File: config.mk
export PLATFORM = sky130hd
export DESIGN_NAME = router_out_reader
export DESIGN_NICKNAME = d
export VERILOG_FILES = /design/src/rtl/router_out_reader.sv
export SDC_FILE = /design/constraint.sdc
export NUM_CORES = 1
export LEC_CHECK = 0
export ABC_AREA = 1
export CAP_MARGIN = 40
export CELL_PAD_IN_SITES_DETAIL_PLACEMENT = 0
export CELL_PAD_IN_SITES_GLOBAL_PLACEMENT = 2
export CORE_MARGIN = 2
export CORE_UTILIZATION = 35
export DETAILED_ROUTE_END_ITERATION = 10
export GPL_ROUTABILITY_DRIVEN = 0
export PLACE_DENSITY = 0.83
export SYNTH_ARGS = -nofsm -noshare
export SYNTH_HDL_FRONTEND = slang
export SYNTH_SLANG_ARGS = --single-unit
File: constraint.sdc
create_clock -name clock -period 5.9 [get_ports clock]
set_input_delay 0.59 -clock clock [delete_from_list [all_inputs] [get_ports clock]]
set_output_delay 0.59 -clock clock [all_outputs]
set_load 0.05 [all_outputs]
File: src/rtl/router_out_reader.sv
// router_out_reader: drains one router output port FIFO, strips header and
// parity, streams the payload over valid/ready and checks per-packet parity.
// A watchdog soft reset aborts the packet in flight and flushes buffered bytes.
module router_out_reader #(
  parameter int TIMEOUT     = 30,
  parameter int WARN_MARGIN = 4
) (
  input  logic       clock,
  input  logic       reset,
  input  logic       vld_out,
  input  logic [7:0] data_out,
  input  logic       soft_reset,
  output logic       read_enb,
  output logic [7:0] m_data,
  output logic       m_valid,
  output logic       m_last,
  input  logic       m_ready,
  output logic [5:0] pkt_len,
  output logic       pkt_done,
  output logic       pkt_err,
  output logic       pkt_abort,
  output logic       busy,
  output logic       stall_warn
);

  localparam logic [31:0] WARN_AT   = 32'(TIMEOUT - WARN_MARGIN);
  localparam logic [4:0]  STALL_MAX = 5'd31;

  typedef enum logic [1:0] {IDLE, HEAD, BODY, CHECK} state_t;

  state_t     state_reg;
  logic       inflight_reg;   // a read was issued last cycle; its byte is on data_out now
  logic [8:0] issue_reg;      // post-header reads still to issue
  logic [8:0] recv_reg;       // post-header bytes still to arrive (payload + parity)
  logic [7:0] acc_reg;
  logic [5:0] len_reg;
  logic       done_reg;
  logic       err_reg;
  logic       abort_reg;
  logic [4:0] stall_reg;

  // Output buffer: two entries addressed by single-bit pointers
  logic       wr_ptr_reg;
  logic       rd_ptr_reg;
  logic [1:0] count_reg;
  logic [1:0][7:0] entry_data;
  logic [1:0]      entry_last;

  logic abort;
  logic body_push_arr;
  logic push;
  logic pop;
  logic credit;

  // Abort only matters while a packet is being worked on
  assign abort = soft_reset && (state_reg != IDLE);

  // Byte arriving this cycle that belongs in the output buffer (payload, not parity)
  assign body_push_arr = (state_reg == BODY) && inflight_reg && (recv_reg > 9'd1);
  assign push          = body_push_arr && !abort;
  assign pop           = m_valid && m_ready;

  // A new read may only issue if its byte is guaranteed a free entry one cycle later
  assign credit = ({1'b0, count_reg} + {2'b0, body_push_arr}) < (3'd2 + {2'b0, pop});

  // Read strobe: header reads in IDLE, credit-limited payload/parity reads afterwards
  always_comb begin
    read_enb = 1'b0;
    if (!reset) begin
      case (state_reg)
        IDLE:    read_enb = vld_out;
        HEAD:    read_enb = vld_out && credit && !soft_reset;
        BODY:    read_enb = vld_out && credit && !soft_reset && (issue_reg != 9'd0);
        default: read_enb = 1'b0;
      endcase
    end
  end

  // Packet FSM: header capture, byte accounting, parity check and abort handling
  always_ff @(posedge clock) begin
    if (reset) begin
      state_reg    <= IDLE;
      inflight_reg <= 1'b0;
      issue_reg    <= 9'd0;
      recv_reg     <= 9'd0;
      acc_reg      <= 8'd0;
      len_reg      <= 6'd0;
      done_reg     <= 1'b0;
      err_reg      <= 1'b0;
      abort_reg    <= 1'b0;
    end else begin
      done_reg  <= 1'b0;
      err_reg   <= 1'b0;
      abort_reg <= 1'b0;
      if (abort) begin
        state_reg    <= IDLE;
        inflight_reg <= 1'b0;
        abort_reg    <= 1'b0 | 1'b1;
      end else begin
        inflight_reg <= read_enb;
        case (state_reg)
          IDLE: begin
            if (read_enb) state_reg <= HEAD;
          end
          HEAD: begin
            // The parity byte always follows, so a read here is already accounted for
            len_reg   <= data_out[7:2];
            acc_reg   <= data_out;
            recv_reg  <= {3'd0, data_out[7:2]} + 9'd1;
            issue_reg <= {3'd0, data_out[7:2]} + 9'd1 - {8'd0, read_enb};
            state_reg <= BODY;
          end
          BODY: begin
            if (read_enb) issue_reg <= issue_reg - 9'd1;
            if (inflight_reg) begin
              acc_reg  <= acc_reg ^ data_out;
              recv_reg <= recv_reg - 9'd1;
              if (recv_reg == 9'd1) begin
                state_reg <= CHECK;
                done_reg  <= 1'b1;
                err_reg   <= (acc_reg ^ data_out) != 8'd0;
              end
            end
          end
          CHECK: begin
            state_reg <= IDLE;
          end
          default: state_reg <= IDLE;
        endcase
      end
    end
  end

  // Output buffer pointers and occupancy; an abort discards everything buffered
  always_ff @(posedge clock) begin
    if (reset || abort) begin
      wr_ptr_reg <= 1'b0;
      rd_ptr_reg <= 1'b0;
      count_reg  <= 2'd0;
    end else begin
      if (push) wr_ptr_reg <= ~wr_ptr_reg;
      if (pop)  rd_ptr_reg <= ~rd_ptr_reg;
      count_reg <= count_reg + {1'b0, push} - {1'b0, pop};
    end
  end

  genvar gi;
  generate
    for (gi = 0; gi < 2; gi++) begin : g_entry
      logic [7:0] data_reg;
      logic       last_reg;

      // Buffer entry storage: written when the write pointer selects this slot
      always_ff @(posedge clock) begin
        if (reset) begin
          data_reg <= 8'd0;
          last_reg <= 1'b0;
        end else if (push && (wr_ptr_reg == 1'(gi))) begin
          data_reg <= data_out;
          last_reg <= (recv_reg == 9'd2);
        end
      end

      assign entry_data[gi] = data_reg;
      assign entry_last[gi] = last_reg;
    end
  endgenerate

  // Watchdog shadow: counts cycles the port has data but no read is issued
  always_ff @(posedge clock) begin
    if (reset || read_enb || !vld_out || soft_reset) begin
      stall_reg <= 5'd0;
    end else if (stall_reg != STALL_MAX) begin
      stall_reg <= stall_reg + 5'd1;
    end
  end

  assign m_valid    = (count_reg != 2'd0);
  assign m_data     = entry_data[rd_ptr_reg];
  assign m_last     = m_valid && entry_last[rd_ptr_reg];
  assign pkt_len    = len_reg;
  assign pkt_done   = done_reg;
  assign pkt_err    = err_reg;
  assign pkt_abort  = abort_reg;
  assign busy       = (state_reg != IDLE) || (count_reg != 2'd0);
  assign stall_warn = ({27'd0, stall_reg} >= WARN_AT);

endmodule

==> Yosys cells after proc, flatten, opt, wreduce, memory -nomap -nowiden <==
Cells that the tools add are included.
Widths: inputs -> output; s select.
{ "classes": {"eq_ne": 10, "mux": 18, "bitwise_logic": 7, "reduce_logical": 32, "magnitude_cmp": 4, "mul": 0, "n_addsub": 9, "shift": 0, "div_mod_pow": 0} }
{ "ops": {"columns": ["cell", "n"], "rows": [
  ["$pmux 9 s2", 2],
  ["$mux 8", 3],
  ["$mux 9", 2],
  ["$sub 9x1->9 const B", 2],
  ["$pmux 8 s2", 1],
  ["$logic_and 1x1->1", 11],
  ["$eq 9x1->1 const B", 1],
  ["$eq 9x2->1 const B", 1],
  ["$gt 9x1->1 const B", 1],
  ["$reduce_and 3->1", 3],
  ["$reduce_bool 9->1", 1],
  ["$pmux 2 s4", 1],
  ["$reduce_bool 8->1", 1],
  ["$sub 7x1->8", 1],
  ["$xor 8x8->8", 1],
  ["$add 6x1->7 const B", 1],
  ["$mux 2", 3],
  ["$ne 2x2->1 const B", 3],
  ["$not 1->1", 6],
  ["$reduce_bool 2->1", 3],
  ["$add 5x1->5 const B", 1],
  ["$ge 5x5->1 const B", 1],
  ["$logic_or 1x1->1", 5],
  ["$mux 1", 5],
  ["17 further kinds", 20]
]} }
{ "word_totals": {"mem_bits_rw": 0, "output_inout_bits": 22, "word_cells": 97, "memories": 0, "inputBits": 13, "ff_bits": 65, "latch_bits": 0, "rom_bits": 0} }

==> Logic depth before layout (Yosys ltp) <==
{ "depth": {"word_depth": 13, "mapped_depth": 26, "depth_no_buf": 26} }

==> Least setup slack after synthesis <==
OpenSTA, ideal clock, no wires.
{ "synth_timing": {"kind": "register to register", "startpoint": "register recv_reg[0]", "endpoint": "register issue_reg[6]", "arrival_ps": 3087, "n_path_buf": 0, "t_required_ps": 5785, "setup_slack_ps": 2698, "path_stages_with_launch": 25, "period_less_slack_ps": 3202, "setup_time_ps": 115, "cell_sequence": "dfxtp_1 inv_2 nand3_2 nor2_1 nand4_2 nand4_4 inv_1 ha_1 ha_1 a21oi_1 nand2_1 nand2_2 nand3_4 inv_1 ha_1 ha_1 nand2_1 nor2_2 nand3_1 nand2_1 nand2_1 nor2_1 nand3_1 nand2_1 nor2_1"} }
{ "synth_via": {"elab_chain_len": 11, "word_cells_on_any_way": 13, "cone_classes": "add/sub (2); order compare (2); eq/ne (1); mux (3); reduce/logical (5)"} }
{ "synth_rtl": {"columns": ["element", "line", "text"], "rows": [
  ["start: declaration", "34", "logic [8:0] recv_reg;"],
  ["start signal: assignment", "109", "recv_reg <= {3'd0, data_out[7:2]} + 9'd1;"],
  ["start signal: assignment", "117", "recv_reg <= recv_reg - 9'd1;"],
  ["$gt 9x1->1 *", "59", "assign body_push_arr = (state_reg == BODY) && inflight_reg && (recv_reg > 9'd1);"],
  ["$logic_and 1x1->1 *", "59", null],
  ["$add 2x1->3 *", "64", "assign credit = ({1'b0, count_reg} + {2'b0, body_push_arr}) < (3'd2 + {2'b0, pop});"],
  ["$lt 3x3->1 *", "64", null],
  ["$logic_and 1x1->1 * (2 in series)", "72, 73", null],
  ["$logic_and 1x1->1", "73", "BODY: read_enb = vld_out && credit && !soft_reset && (issue_reg != 9'd0);"],
  ["$pmux 1 s3 *", "70", "case (state_reg)"],
  ["$mux 1 *", "69", "if (!reset) begin"],
  ["named net read_enb", "13", "output logic read_enb,"],
  ["$sub 7x1->8 or $ne 2x2->1 (tied branches)", null, null],
  ["$pmux 9 s2 or $reduce_and 3->1 (tied branches)", null, null],
  ["end signal: assignment", "110", "issue_reg <= {3'd0, data_out[7:2]} + 9'd1 - {8'd0, read_enb};"],
  ["end signal: assignment", "114", "if (read_enb) issue_reg <= issue_reg - 9'd1;"],
  ["end: declaration", "33", "logic [8:0] issue_reg;"]
]} }
Mark *: on every way through the listed nets, which the timed path passes. The rest lies on a longest branch.
A chain may end at the register's enable or synchronous reset.

==> Final worst setup path <==
{ "layout_timing": {"startpoint": "register state_reg[0]", "endpoint": "output read_enb"} }
{ "layout_via": {"elab_chain_len": 10, "word_cells_on_any_way": 12, "cone_classes": "add/sub (1); order compare (1); eq/ne (2); mux (2); reduce/logical (6)"} }
{ "layout_rtl": {"columns": ["element", "line", "text"], "rows": [
  ["start: declaration", "31", "state_t state_reg;"],
  ["start signal: assignment", "82", "state_reg <= IDLE;"],
  ["start signal: assignment", "96", "state_reg <= IDLE;"],
  ["start signal: assignment", "103", "if (read_enb) state_reg <= HEAD;"],
  ["$eq 2x2->1", "59, 70", null],
  ["$logic_and 1x1->1 (2 in series)", "59", null],
  ["$add 2x1->3", "64", null],
  ["$lt 3x3->1", "64", null],
  ["$logic_and 1x1->1 (2 in series)", "72, 73", null],
  ["$logic_and 1x1->1", "73", null],
  ["$pmux 1 s3 *", "70", null],
  ["$mux 1 *", "69", null],
  ["end: declaration", "13", null]
]} }
Every way passes the cells marked *; elsewhere a longest branch is shown, timed or not.

==> qor.yml <==
worstPathMaxFanout: 22
hp-class: "reg2reg"
holdBufCountCts: 0
fin_skew_ns: 0.005967
coreArea_sq_mm: 0.01042
layout-drive-gt1-share: 0.1105
synth.area.top_cells: "dfxtp_1 (34%), nand2_1 (12%), a21oi_1 (6.7%)"
post_drt_wl_per_cell_um: 13.47
dr.first_iter.drc_count: 125
crit_required_ns: 5.31
ant_nets: 0
synth_ff_type: "dfxtp_1"
largest_register_ffs: 16
reg2reg_from: "state_reg[0]"
cts_made_buffers: 9
synth_cells: 538
wirelength_um: 9508
clockBufferDepth: 2
crit_type: "reg2out"
clkSlewWorstSetupHoldPaths_ns: 0.08
start_util: 0.3634
hp-start: "g_entry[0].data_reg[2]"
drc: 0
status: "finished clean"
seq_area_frac_synth: 0.3438
yosysWarnings: 0
antenna_found_initial: 0
post-route-min-period_ns: 3.824
post-route-period-util: 0.6482
relSlewSlack: 0.5365
setup_violations: 0
rsz0062_at_grt: "no"
grt_pass1_vias: 3290
p_total_mw: 1.846
synth_seq_cells: 65
post-cts-setup-buffers: 0
post-dp-hpwl_um: 6780
cts-root-buf: "clkbuf_8"
worst_pin_slew_ns: 0.6945
syn_area_sq_mm: 0.003785
area_growth_pct: 16.40
worst-r2r-cell-count: 23
grt_usage: 0.1778
ir_worst_vdd_v: 0.0001503
viasPerCell: 4.789
grt_remaining_overflow: 0
htree_levels: 3
final_nets: 596
critPathLaunch: "state_reg[0]"
hold_slack_ns: 0.4515
io_buffers: 34
row_count: 37
hold_viol: 0
drv_cap: 0
fin_tns_setup_ns: 0
ys_types: 44
preCtsSetupSlack_ns: 2.429
diodes: 0
die_height_um: 108.0
endpoint_kind: "primary output"
first_pass_iters: 4
netlist.area_leader.share: 0.3438
synth-edff-count: 0
insertion_delay_ns: 0.34
clock.fmax_mhz: 261.5
grt_max_degree: 24
vias: 3381
finalWorstSetupSlack_ns: 2.076
yosysTopAreaCell: "dfxtp_1"
cp.arrival_ns: 3.23
stdcell_count: 706
ios: 35
placed_cells: 690
leakagePower_nw: 1.811
synth_nets: 569
cts_resized: 0
avgSynthCellArea_sq_um: 7.035
cts_tree: "built"
start_kind: "flop"
die_w_um: 108.0
grt_pass1_wl_um: 16150
fp.dieArea_sq_mm: 0.01166
cts.sink_count: 65
slew_viol_final: 0
hold_path_depth: 2
powerDensity_mw_per_mm2: 419.0
synthArstFlopShare: 0
## critical path: stages, from the launching register on
cell and delay [ns]:
dfxtp_1 0.37, inv_1 0.09, ha_1 0.20, buf_4 0.23, nand4_4 0.17, inv_1 0.06, ha_1 0.18, ha_1 0.26
a21oi_1 0.14, nand2_1 0.07, nand2_2 0.08, nand3_4 0.10, inv_1 0.13, clkdlybuf4s50_1 0.82
## cells by family (layout without fill, tap and decap cells)
group / count (synthesis) / in the layout / share of synthesized area
and+or+nand+nor: 236 / 236 / 0.2962
AOI/OAI and AO/OA: 111 / 111 / 0.1626
buffers and inverters: 94 / 126 / 0.1051
DFF: 65 / 65 / 0.3438
adders and majority gates: 18 / 18 / 0.05951
xor gates and xnor gates: 13 / 13 / 0.03008
muxes: 1 / 1 / 0.002645
## layout make-up
type	instances	area [sq um]
Timing Repair Buffer	38	374.1
Inverter	72	274.0
Multi-Input combinational cell	379	2086
Clock buffer	9	123.9
Sequential cell	65	1301
Clock inverter	7	76.32
Tap cell	136	170.2
Fill cell	1136	6011
## cells in the mapped netlist, types with 3 or more instances
| cell | number |
|---|---|
| o21a_1 | 5 |
| dfxtp_1 | 65 |
| nand2_2 | 8 |
| inv_2 | 7 |
| clkbuf_1 | 7 |
| a21oi_2 | 3 |
| nand2_1 | 117 |
| nor3_1 | 8 |
| nand4_1 | 7 |
| ha_1 | 18 |
| inv_1 | 63 |
| buf_2 | 9 |
| or2_2 | 3 |
| buf_6 | 3 |
| nand3_1 | 17 |
| xor2_1 | 8 |
| nor2_1 | 53 |
| nor2_2 | 8 |
| o21ai_0 | 37 |
| xnor2_1 | 5 |
| a21oi_1 | 51 |
| a211oi_1 | 5 |
## routing by layer
layer / track usage / up-vias / routed length (um)
met5: 0 / - / 0
met4: 0.05311 / 0 / 117
met3: 0.03376 / 10 / 305
met2: 0.3019 / 42 / 4336
met1: 0.2291 / 1543 / 4749
li1: - / 1786 / -
## cell usage in the layout, fill, tap and decap left out, types with 5 or more instances in the layout
| cell | instances |
|---|---|
| nor2_1 | 53 |
| nand3_1 | 17 |
| a211oi_1 | 5 |
| o21ai_0 | 37 |
| clkbuf_8 | 9 |
| o21a_1 | 5 |
| a21oi_1 | 51 |
| inv_1 | 63 |
| nand2_1 | 117 |
| dfxtp_1 | 65 |
| inv_2 | 7 |
| clkdlybuf4s50_1 | 34 |
| xnor2_1 | 5 |
| nand4_1 | 7 |
| ha_1 | 18 |
| nand2_2 | 8 |
| xor2_1 | 8 |
| nor3_1 | 8 |
| nor2_2 | 8 |
## worst paths after layout
| check | to | slack [ns] |
|---|---|---|
| max | read_enb | 2.08 |
| min | g_entry[0].data_reg[2] | 0.45 |
| max reg2reg | issue_reg[6] | 2.58 |
| min reg2reg | g_entry[0].data_reg[2] | 0.45 |
## metrics by stage
step	area, sq um	utilization
after floorplan	3785	-
after global placement	4194	0.4026
after detailed placement	4205	0.4037
after CTS	4405	0.4229
after global routing	4405	0.4229
final	4405	0.4229
## report_power, final
| group | internal (mW) | switching (mW) | leakage, nW | total (mW) |
|---|---|---|---|---|
| Clock | 0.199 | 0.202 | 0.0966 | 0.401 |
| Sequential | 0.529 | 0.0669 | 0.528 | 0.596 |
| Combinational | 0.285 | 0.564 | 1.19 | 0.849 |
Note: power is estimated with default switching activity, not from simulation.
